$ cat config.mk
export PLATFORM = sky130hd
export DESIGN_NAME = reg_writeback_unit
export DESIGN_NICKNAME = d
export VERILOG_FILES = /design/src/rtl/reg_writeback_unit.sv
export SDC_FILE = /design/constraint.sdc
export NUM_CORES = 1
export LEC_CHECK = 0
export ABC_AREA = 1
export CAP_MARGIN = 5
export CELL_PAD_IN_SITES_DETAIL_PLACEMENT = 1
export CELL_PAD_IN_SITES_GLOBAL_PLACEMENT = 1
export CORE_MARGIN = 1.5
export CORE_UTILIZATION = 30
export CTS_BUF_LIST = sky130_fd_sc_hd__clkbuf_4 sky130_fd_sc_hd__clkbuf_8 sky130_fd_sc_hd__clkbuf_16
export CTS_CLUSTER_SIZE = 40
export DETAILED_ROUTE_END_ITERATION = 16
export HOLD_SLACK_MARGIN = 0.1
export PLACE_DENSITY = 0.71
export REMOVE_ABC_BUFFERS = 1
export SLEW_MARGIN = 20
export SYNTH_ARGS = -nofsm -noshare
export SYNTH_HDL_FRONTEND = slang
export SYNTH_SLANG_ARGS = --single-unit
$ cat constraint.sdc
create_clock -name clk -period 7.3 [get_ports clk]
set_clock_uncertainty 0.2 [all_clocks]
set_input_delay 0.73 -clock clk [delete_from_list [all_inputs] [get_ports clk]]
set_output_delay 0.73 -clock clk [all_outputs]
set_load 0.05 [all_outputs]
$ cat src/rtl/reg_writeback_unit.sv
// Writeback initiator for the 32 x 64-bit integer register file: queues load/ALU results and issues isolated one-cycle write strobes.
// Optional combinational bypass lookup is built when WB_BYPASS_EN is defined.
module reg_writeback_unit #(
  parameter int DATA_W = 64,
  parameter int ADDR_W = 5,
  parameter int DEPTH  = 4
) (
  input  logic                       clk,
  input  logic                       rst_n,
  input  logic                       ld_valid,
  output logic                       ld_ready,
  input  logic [ADDR_W-1:0]          ld_rd,
  input  logic [DATA_W-1:0]          ld_data,
  input  logic                       alu_valid,
  output logic                       alu_ready,
  input  logic [ADDR_W-1:0]          alu_rd,
  input  logic [DATA_W-1:0]          alu_data,
  output logic                       Wen,
  output logic [ADDR_W-1:0]          Rd_addr,
  output logic [DATA_W-1:0]          write_data,
  output logic [31:0]                busy_mask,
  output logic [$clog2(DEPTH):0]     fifo_count,
`ifdef WB_BYPASS_EN
  input  logic [ADDR_W-1:0]          lookup_addr,
  output logic                       lookup_hit,
  output logic [DATA_W-1:0]          lookup_data,
`endif
  output logic                       state_dbg
);

  // Handshake: a source transfers on a rising edge where its valid and ready are both high;
  // ready depends only on the pre-edge occupancy (and, for the ALU, on a pending load slot).

  localparam int PTR_W = $clog2(DEPTH);
  localparam int CNT_W = PTR_W + 1;

  typedef enum logic {IDLE = 1'b0, WRITE = 1'b1} state_t;

  state_t              state_q, state_d;
  logic [ADDR_W-1:0]   rd_q   [DEPTH];
  logic [DATA_W-1:0]   data_q [DEPTH];
  logic [PTR_W-1:0]    wr_ptr, rd_ptr, alu_slot;
  logic                ld_slot, ld_push, alu_push, pop;
  logic [CNT_W-1:0]    push_cnt;

  assign state_dbg = state_q;

  // Credit logic: x0 destinations complete the handshake but take no slot.
  always_comb begin
    ld_slot   = ld_valid && (ld_rd != '0);
    ld_ready  = fifo_count < CNT_W'(DEPTH);
    alu_ready = (fifo_count + CNT_W'(ld_slot)) < CNT_W'(DEPTH);
    ld_push   = ld_slot && ld_ready;
    alu_push  = alu_valid && alu_ready && (alu_rd != '0);
    alu_slot  = wr_ptr + PTR_W'(ld_push);
    push_cnt  = CNT_W'(ld_push) + CNT_W'(alu_push);
  end

  always_ff @(posedge clk) begin
    if (ld_push) begin
      rd_q[wr_ptr]   <= ld_rd;
      data_q[wr_ptr] <= ld_data;
    end
    if (alu_push) begin
      rd_q[alu_slot]   <= alu_rd;
      data_q[alu_slot] <= alu_data;
    end
  end

  always_ff @(posedge clk or negedge rst_n) begin
    if (!rst_n) begin
      wr_ptr     <= '0;
      rd_ptr     <= '0;
      fifo_count <= '0;
    end else begin
      wr_ptr     <= wr_ptr + PTR_W'(push_cnt);
      if (pop) rd_ptr <= rd_ptr + PTR_W'(1);
      fifo_count <= fifo_count + push_cnt - CNT_W'(pop);
    end
  end

  always_ff @(posedge clk or negedge rst_n) begin
    if (!rst_n) state_q <= IDLE;
    else        state_q <= state_d;
  end

  always_comb begin
    state_d = state_q;
    case (state_q)
      IDLE:    if (fifo_count != '0) state_d = WRITE;
      WRITE:   state_d = IDLE;
      default: state_d = IDLE;
    endcase
  end

  // Pop only from IDLE so every strobe is followed by at least one low cycle.
  always_comb begin
    pop = (state_q == IDLE) && (fifo_count != '0);
  end

  always_ff @(posedge clk or negedge rst_n) begin
    if (!rst_n) begin
      Wen        <= 1'b0;
      Rd_addr    <= '0;
      write_data <= '0;
    end else begin
      Wen <= pop;
      if (pop) begin
        Rd_addr    <= rd_q[rd_ptr];
        write_data <= data_q[rd_ptr];
      end
    end
  end

  always_comb begin
    logic [PTR_W-1:0] idx;
    idx       = '0;
    busy_mask = '0;
    for (int i = 0; i < DEPTH; i++) begin
      idx = rd_ptr + PTR_W'(i);
      if (CNT_W'(i) < fifo_count) busy_mask[rd_q[idx]] = 1'b1;
    end
    if (state_q == WRITE) busy_mask[Rd_addr] = 1'b1;
    busy_mask[0] = 1'b0;
  end

`ifdef WB_BYPASS_EN
  // Scan oldest to newest so the youngest match wins; the in-flight entry is older than any queued one.
  always_comb begin
    logic [PTR_W-1:0] idx;
    idx         = '0;
    lookup_hit  = 1'b0;
    lookup_data = '0;
    if ((state_q == WRITE) && (Rd_addr == lookup_addr)) begin
      lookup_hit  = 1'b1;
      lookup_data = write_data;
    end
    for (int i = 0; i < DEPTH; i++) begin
      idx = rd_ptr + PTR_W'(i);
      if ((CNT_W'(i) < fifo_count) && (rd_q[idx] == lookup_addr)) begin
        lookup_hit  = 1'b1;
        lookup_data = data_q[idx];
      end
    end
    if (lookup_addr == '0) begin
      lookup_hit  = 1'b0;
      lookup_data = '0;
    end
  end
`endif

endmodule

==> results.sh, run 1 <==
export IMPL_route_detailed_drc=0
export IMPL_grt_max_degree=277
export IMPL_track_usage_pct=22.28
export IMPL_cts_repair_resized=0
export IMPL_ys_types=26
export IMPL_fin_crit_sh_pct=66.46
export IMPL_place_ws_ns=2.269
export IMPL_drive_gt1_share_pct=4.730
export IMPL_worstSetupPathType="reg -> out"
export IMPL_status="complete, no violations"
export IMPL_reg2reg_slack_ns=3.09
export IMPL_hold_end="write_data[29]"
export IMPL_finalHoldViolCount=0
export IMPL_grt_pass1_wl_um=110700
export IMPL_cp_start_kind="register"
export IMPL_overflow=0
export IMPL_place_congestion=0.8345
export IMPL_synth_area_leaders="edfxtp_1 43%, nand2_1 25%, dfrtp_1 10%, nand3_1 8.5%, nor2_1 3.4%"
export IMPL_fin_util_pct=37.43
export IMPL_internal_power_mw=5.812
export IMPL_cts_setup_buffers=0
export IMPL_wl_per_cell_um=20.79
export IMPL_crit_required_ns=6.37
export IMPL_critPathBufInv=3
export IMPL_r2r_cells=11
export IMPL_setup_slack_ns=2.449
export IMPL_core_area_um2=62970
export IMPL_io_pins=250
export IMPL_yosysWarnings=0
export IMPL_hold_start="write_data[29]"
export IMPL_vias=18160
export IMPL_post_route_min_period_ns=4.851
export IMPL_synth_top_area_share_pct=43.44
export IMPL_whs_ns=0.2758
export IMPL_routed_wl_um=73020
export IMPL_clockPowerShare_pct=16.3
export IMPL_die_x_um=255.2
export IMPL_synth_area_per_cell_um2=7.758
export IMPL_worstPathArrival_ns=3.92
export IMPL_maxSlewViolCount=0
export IMPL_synth_cells=2459
export IMPL_dp_hpwl_um=44120
export IMPL_fin_nets=2783
export IMPL_portBuffers=248
export IMPL_grt_pass1_vias=19190
export IMPL_drt_iter0_markers=1230
export IMPL_critPathMaxFanout=21
export IMPL_leakage_nw=10.18
export IMPL_cts_buffers=38
export IMPL_ys_flop_type="edfxtp_1"
export IMPL_max_stage_delay_ns=0.82
export IMPL_netlist_area_um2=19080
export IMPL_clockRootBuffer="clkbuf_16"
export IMPL_power_frac_comb_pct=55.3
export IMPL_worstMarginPinSlew_ns=1.195
export IMPL_row_count=92
export IMPL_fmax_mhz=206.1
export IMPL_p_seq_share_pct=28.4
export IMPL_slowest_stage="clkdlybuf4s50_1"
export IMPL_p_per_area_nw_per_um2=507.1
export IMPL_die_h_um=255.2
export IMPL_switching_power_mw=6.138
export IMPL_antenna_found_initial=10
export IMPL_maxCapViolations=0
export IMPL_crit_reg2reg_launch="fifo_count[2]"
export IMPL_hold_depth=2
export IMPL_first_pass_iters=5
export IMPL_synth_edff_count=276
export IMPL_h_tree_depth=2
export IMPL_finalSetupViolations=0
export IMPL_hp_class="reg -> reg"
export IMPL_placedCellCount=3437
export IMPL_clk_path_buf_depth=3
export IMPL_path_delay_family="simple AND/OR/NAND/NOR gates"
export IMPL_clock_latency_ns=0.55
export IMPL_dieArea_um2=65110
export IMPL_synthArstFlopShare_pct=21.81
export IMPL_ys_seq_area_share_pct=53.54
export IMPL_areaGrowthSynthToFinish_pct=23.54
export IMPL_synth_largest_area_cell="edfxtp_1"
export IMPL_viasPerCell=5.170
export IMPL_rsz0062_at_grt="false"
export IMPL_fin_tns_setup_ns=0
export IMPL_ys_seq_elements=353
export IMPL_crit_top_cell="nand2_1"
export IMPL_r2r_end="data_q[0][3]"
export IMPL_start_util_pct=30.30
export IMPL_path_cells="inv_2, nand2_1, nand2_2, nand2_1, nand2_1, inv_1, nand3_1, nor2_1, nor2_1, nand2_1, clkdlybuf4s50_1"
export IMPL_final_cells=3512
export IMPL_end_kind="output pin"
export IMPL_slew_headroom_pct=20.31
export IMPL_ant_nets=0
export IMPL_ir_worst_vdd_uv=794.9
export IMPL_power_switching_share_pct=51.36
export IMPL_clk_pin_slew_ns=0.06
export IMPL_cts_sinks=353
export IMPL_tritoncts="built"
[metal layers]
layer  vias to the layer above  track usage (%)  share of wire [%]
li1                       8385                -                  -
met1                      8968            26.93                 40
met4                        18            7.591                3.1
met5                         -                0               0.17
met2                       615            40.36                 51
met3                       172            3.163                6.0
[cell type report]
class	instances	area (um^2)
well taps	846	1059
flip-flops and latches	353	10210
fillers	7540	39400
repair buffers	274	2730
inverters	53	198.9
clock inverters	10	71.32
clock buffers	60	1190
diodes	2	5.005
multi-input cells	1914	8099
[worst max-delay path by stage]
stage	depth (start not counted)	slack [ns]	start	end
2_1_floorplan	9	-2.24	fifo_count[2]	data_q[1][0]
3_3_place_gp	12	2.30	ld_rd[4]	data_q[0][11]
3_5_place_dp	12	2.27	ld_rd[4]	data_q[0][32]
4_1_cts	11	2.43	rd_ptr[1]	busy_mask[20]
5_1_grt	11	2.18	rd_ptr[1]	busy_mask[30]
6_report	11	2.45	rd_ptr[1]	busy_mask[20]
[through the flow]
step	total power [mW]	instance area (um^2)
CTS	12.00	23500
finish	11.95	23570
detailed placement	10.04	22230
global placement	9.839	22230
floorplan	7.388	18400
global route	12.64	23570
[worst min-delay path, stage by stage (launching register included)]
cell     delay, ns
dfrtp_1       0.34
nand2_1       0.05
nand2_1       0.05
[sequential cells by signal, indices dropped and copies added, names as in the netlist]
name,flops
wr_ptr,2
data_q,256
Rd_addr,5
fifo_count,3
Wen,1
rd_ptr,2
write_data,64
rd_q,20
[cells by family (layout without fill, tap and decap cells)]
kind of cell               Yosys count  count (layout)  share of synthesized area, %
xor gates and xnor gates             6               6                        0.2755
adders and majority gates            7               7                        0.4985
other                                1               3                       0.01966
DFF                                353             353                         53.54
AOI/OAI and AO/OA                   32              32                        0.8657
and+or+nand+nor                   1868            1868                         40.18
buffers and inverters              192             397                         4.611
[cells in the final DEF, fill, tap and decap left out, types with 5 or more instances in the layout]
cell type / instances
o21ai_1: 7
nand2_1: 1278
nor2_4: 5
clkbuf_4: 12
ha_1: 6
o21ai_0: 21
inv_2: 11
nor3_1: 11
edfxtp_1: 276
nand4_1: 65
clkbuf_16: 39
inv_1: 42
nand3_1: 325
dfrtp_1: 77
nor2_1: 170
buf_4: 23
clkdlybuf4s50_1: 247
clkbuf_8: 9
[cell usage after synthesis (all sizes together) (6+ instances only)]
| cell type | n |
|---|---|
| clkbuf | 65 |
| nand4 | 69 |
| inv | 53 |
| o21ai | 30 |
| nor3 | 13 |
| nor2 | 177 |
| buf | 74 |
| nand3 | 325 |
| dfrtp | 77 |
| nand2 | 1283 |
| ha | 6 |
| edfxtp | 276 |
[power groups by stage]
stage | logic [mW] | registers, mW | clock network, mW
floorplan | 3.24 | 4.15 | 0
global placement | 6.43 | 3.41 | 0
detailed placement | 6.60 | 3.43 | 0
CTS | 6.62 | 3.40 | 1.98
global route | 7.13 | 3.47 | 2.04
finish | 6.61 | 3.39 | 1.95
[timing repair]
action                     CTS  global route
setup endpoints to repair    0             0
hold buffers                 1             0
hold endpoints to repair    34             0
(Power assumes the default switching activity.)
==> run 2, diff against run 1 <==
--- a/config.mk
+++ b/config.mk
@@ -15,7 +15,7 @@
 export CTS_CLUSTER_SIZE = 40
 export DETAILED_ROUTE_END_ITERATION = 16
 export HOLD_SLACK_MARGIN = 0.1
-export PLACE_DENSITY = 0.71
+export PLACE_DENSITY = 0.73
 export REMOVE_ABC_BUFFERS = 1
 export SLEW_MARGIN = 20
 export SYNTH_ARGS = -nofsm -noshare
==> constraint.sdc (replaced) <==
create_clock -name clk -period 4.1 [get_ports clk]
set_clock_uncertainty 0.2 [all_clocks]
set_input_delay 0.41 -clock clk [delete_from_list [all_inputs] [get_ports clk]]
set_output_delay 0.41 -clock clk [all_outputs]
set_load 0.05 [all_outputs]
==> run 2 against run 1 <==
Die area unchanged; core utilization increased by 0.36 points; flip-flop and latch count unchanged; register-to-register slack got worse by 2.3 ns; power increased by 81%; hold slack improved by 0.0013 ns; via count increased by 1.0%; global-route usage increased by 0.59 points; sequential share of layout area decreased by 0.41 points; critical endpoint is now busy_mask[23]; cell area increased by 0.96%; critical path type unchanged; first-iteration DRC count increased by 1.9%.
==> results.sh, run 2 (synthesis gave the netlist of run 1 again) <==
export IMPL_status="complete, no violations"
export IMPL_row_count=92
export IMPL_hold_depth=2
export IMPL_grt_pass1_vias=19390
export IMPL_place_congestion=0.8959
export IMPL_dieArea_um2=65110
export IMPL_h_tree_depth=2
export IMPL_route_detailed_drc=0
export IMPL_viasPerCell=5.207
export IMPL_finalSetupViolations=0
export IMPL_vias=18350
export IMPL_core_area_um2=62970
export IMPL_dp_hpwl_um=46320
export IMPL_slew_headroom_pct=30.49
export IMPL_first_pass_iters=5
export IMPL_ir_worst_vdd_uv=685.5
export IMPL_maxSlewViolCount=0
export IMPL_layout_common_cells="1,278 x nand2_1, 325 x nand3_1, 276 x edfxtp_1"
export IMPL_die_x_um=255.2
export IMPL_grt_pass1_wl_um=113500
export IMPL_final_common_cell="nand2_1"
export IMPL_io_pins=250
export IMPL_track_usage_pct=22.87
export IMPL_worstPathArrival_ns=3.03
export IMPL_ant_nets=0
export IMPL_clk_pin_slew_ns=0.06
export IMPL_whs_ns=0.2771
export IMPL_antenna_found_initial=3
export IMPL_largest_register="data_q"
export IMPL_cts_sinks=353
export IMPL_overflow=0
export IMPL_wl_per_cell_um=21.25
export IMPL_fin_tns_setup_ns=0
export IMPL_tritoncts="built"
export IMPL_die_h_um=255.2
export IMPL_largest_reg_flops=256
export IMPL_place_area_um2=22470
export IMPL_placedCellCount=3450
export IMPL_portBuffers=248
export IMPL_post_route_min_period_ns=3.640
export IMPL_design_area_um2=23790
export IMPL_hp_class="reg -> reg"
export IMPL_largestRegisters="data_q: 256 flops, write_data: 64 flops, rd_q: 20 flops"
export IMPL_finalHoldViolCount=0
export IMPL_fin_util_pct=37.79
export IMPL_grt_max_degree=277
export IMPL_fmax_mhz=274.8
export IMPL_crit_required_ns=3.49
export IMPL_finalPower_mw=21.62
export IMPL_worstMarginPinSlew_ns=1.043
export IMPL_drt_iter0_markers=1253
export IMPL_drive_gt1_share_pct=6.091
export IMPL_final_cells=3523
export IMPL_maxCapViolations=0
export IMPL_setup_slack_ns=0.4604
export IMPL_r2r_cells=10
export IMPL_place_ws_ns=0.2712
export IMPL_worstSetupPathType="reg -> out"
export IMPL_leakage_nw=10.49
export IMPL_areaGrowthSynthToFinish_pct=24.72
export IMPL_fin_crit_sh_pct=88.77
export IMPL_fin_nets=2795
export IMPL_clk_path_buf_depth=3
export IMPL_clockRootBuffer="clkbuf_16"
export IMPL_p_per_area_nw_per_um2=908.9
export IMPL_rsz0062_at_grt="false"
export IMPL_clock_latency_ns=0.55
export IMPL_routed_wl_um=74850
export IMPL_start_util_pct=30.30
export IMPL_critPathMaxFanout=17
export IMPL_end_kind="output pin"
export IMPL_cts_buffers=38
export IMPL_cp_start_kind="register"
-- run 2: cell types whose count changed in the layout (fill, tap and decap cells not counted), moves of 3 or more --
cell	previous run	this run
clkinv_1	3	0
clkinv_4	0	5
dlymetal6s2s_1	0	8
clkdlybuf4s50_1	247	216
inv_6	0	3
buf_4	23	43
buf_12	1	17
clkbuf_8	9	4
-- run 2: cell type report --
type                    count  area [um^2]
diodes                      1        2.502
clock buffers              56         1129
clock inverters            14        136.4
fillers                  7546        39170
inverters                  53        198.9
multi-input cells        1914         8089
flip-flops and latches    353        10220
well taps                 846         1059
repair buffers            286         2963
-- run 2: final timing paths --
kind | start | end | slack [ns]
worst max-delay path | rd_ptr[0] | busy_mask[23] | 0.46
max in group asynchronous | rst_n | write_data[61] | 2.45
worst min-delay path | write_data[14] | write_data[14] | 0.28
worst min register to register | write_data[14] | write_data[14] | 0.28
worst max register to register | fifo_count[2] | data_q[0][44] | 0.77
min in group asynchronous | rst_n | write_data[12] | 0.32
-- run 2: layer usage --
layer  track usage, %  part of all wire, %
met5                0                0.031
met4            7.574                  2.6
met3            2.990                  6.5
met2            41.18                   51
met1            28.10                   40
-- run 2: report_power, final --
| part | leakage [nW] | switching (mW) | internal (mW) |
|---|---|---|---|
| Combinational | 6.36 | 9.03 | 3.02 |
| Sequential | 3.49 | 0.568 | 5.49 |
| Clock | 0.640 | 1.51 | 2.00 |
-- run 2: timing repair --
action,4_1_cts,5_1_grt
hold buffers,1,0
setup endpoints to repair,8,8
endpoints found under the hold margin,57,0
buffers inserted,0,0
resized for setup,1,8
-- run 2: worst max-delay path, cell delays in order, from the launching register on --
cell and delay, ns:
dfrtp_1 0.43, inv_2 0.24, nand2_1 0.15, nand2_2 0.29, nand2_1 0.09, nand2_1 0.12
nand3_1 0.35, nor2_1 0.23, nor2_1 0.07, nand2_1 0.09, dlymetal6s2s_1 0.42
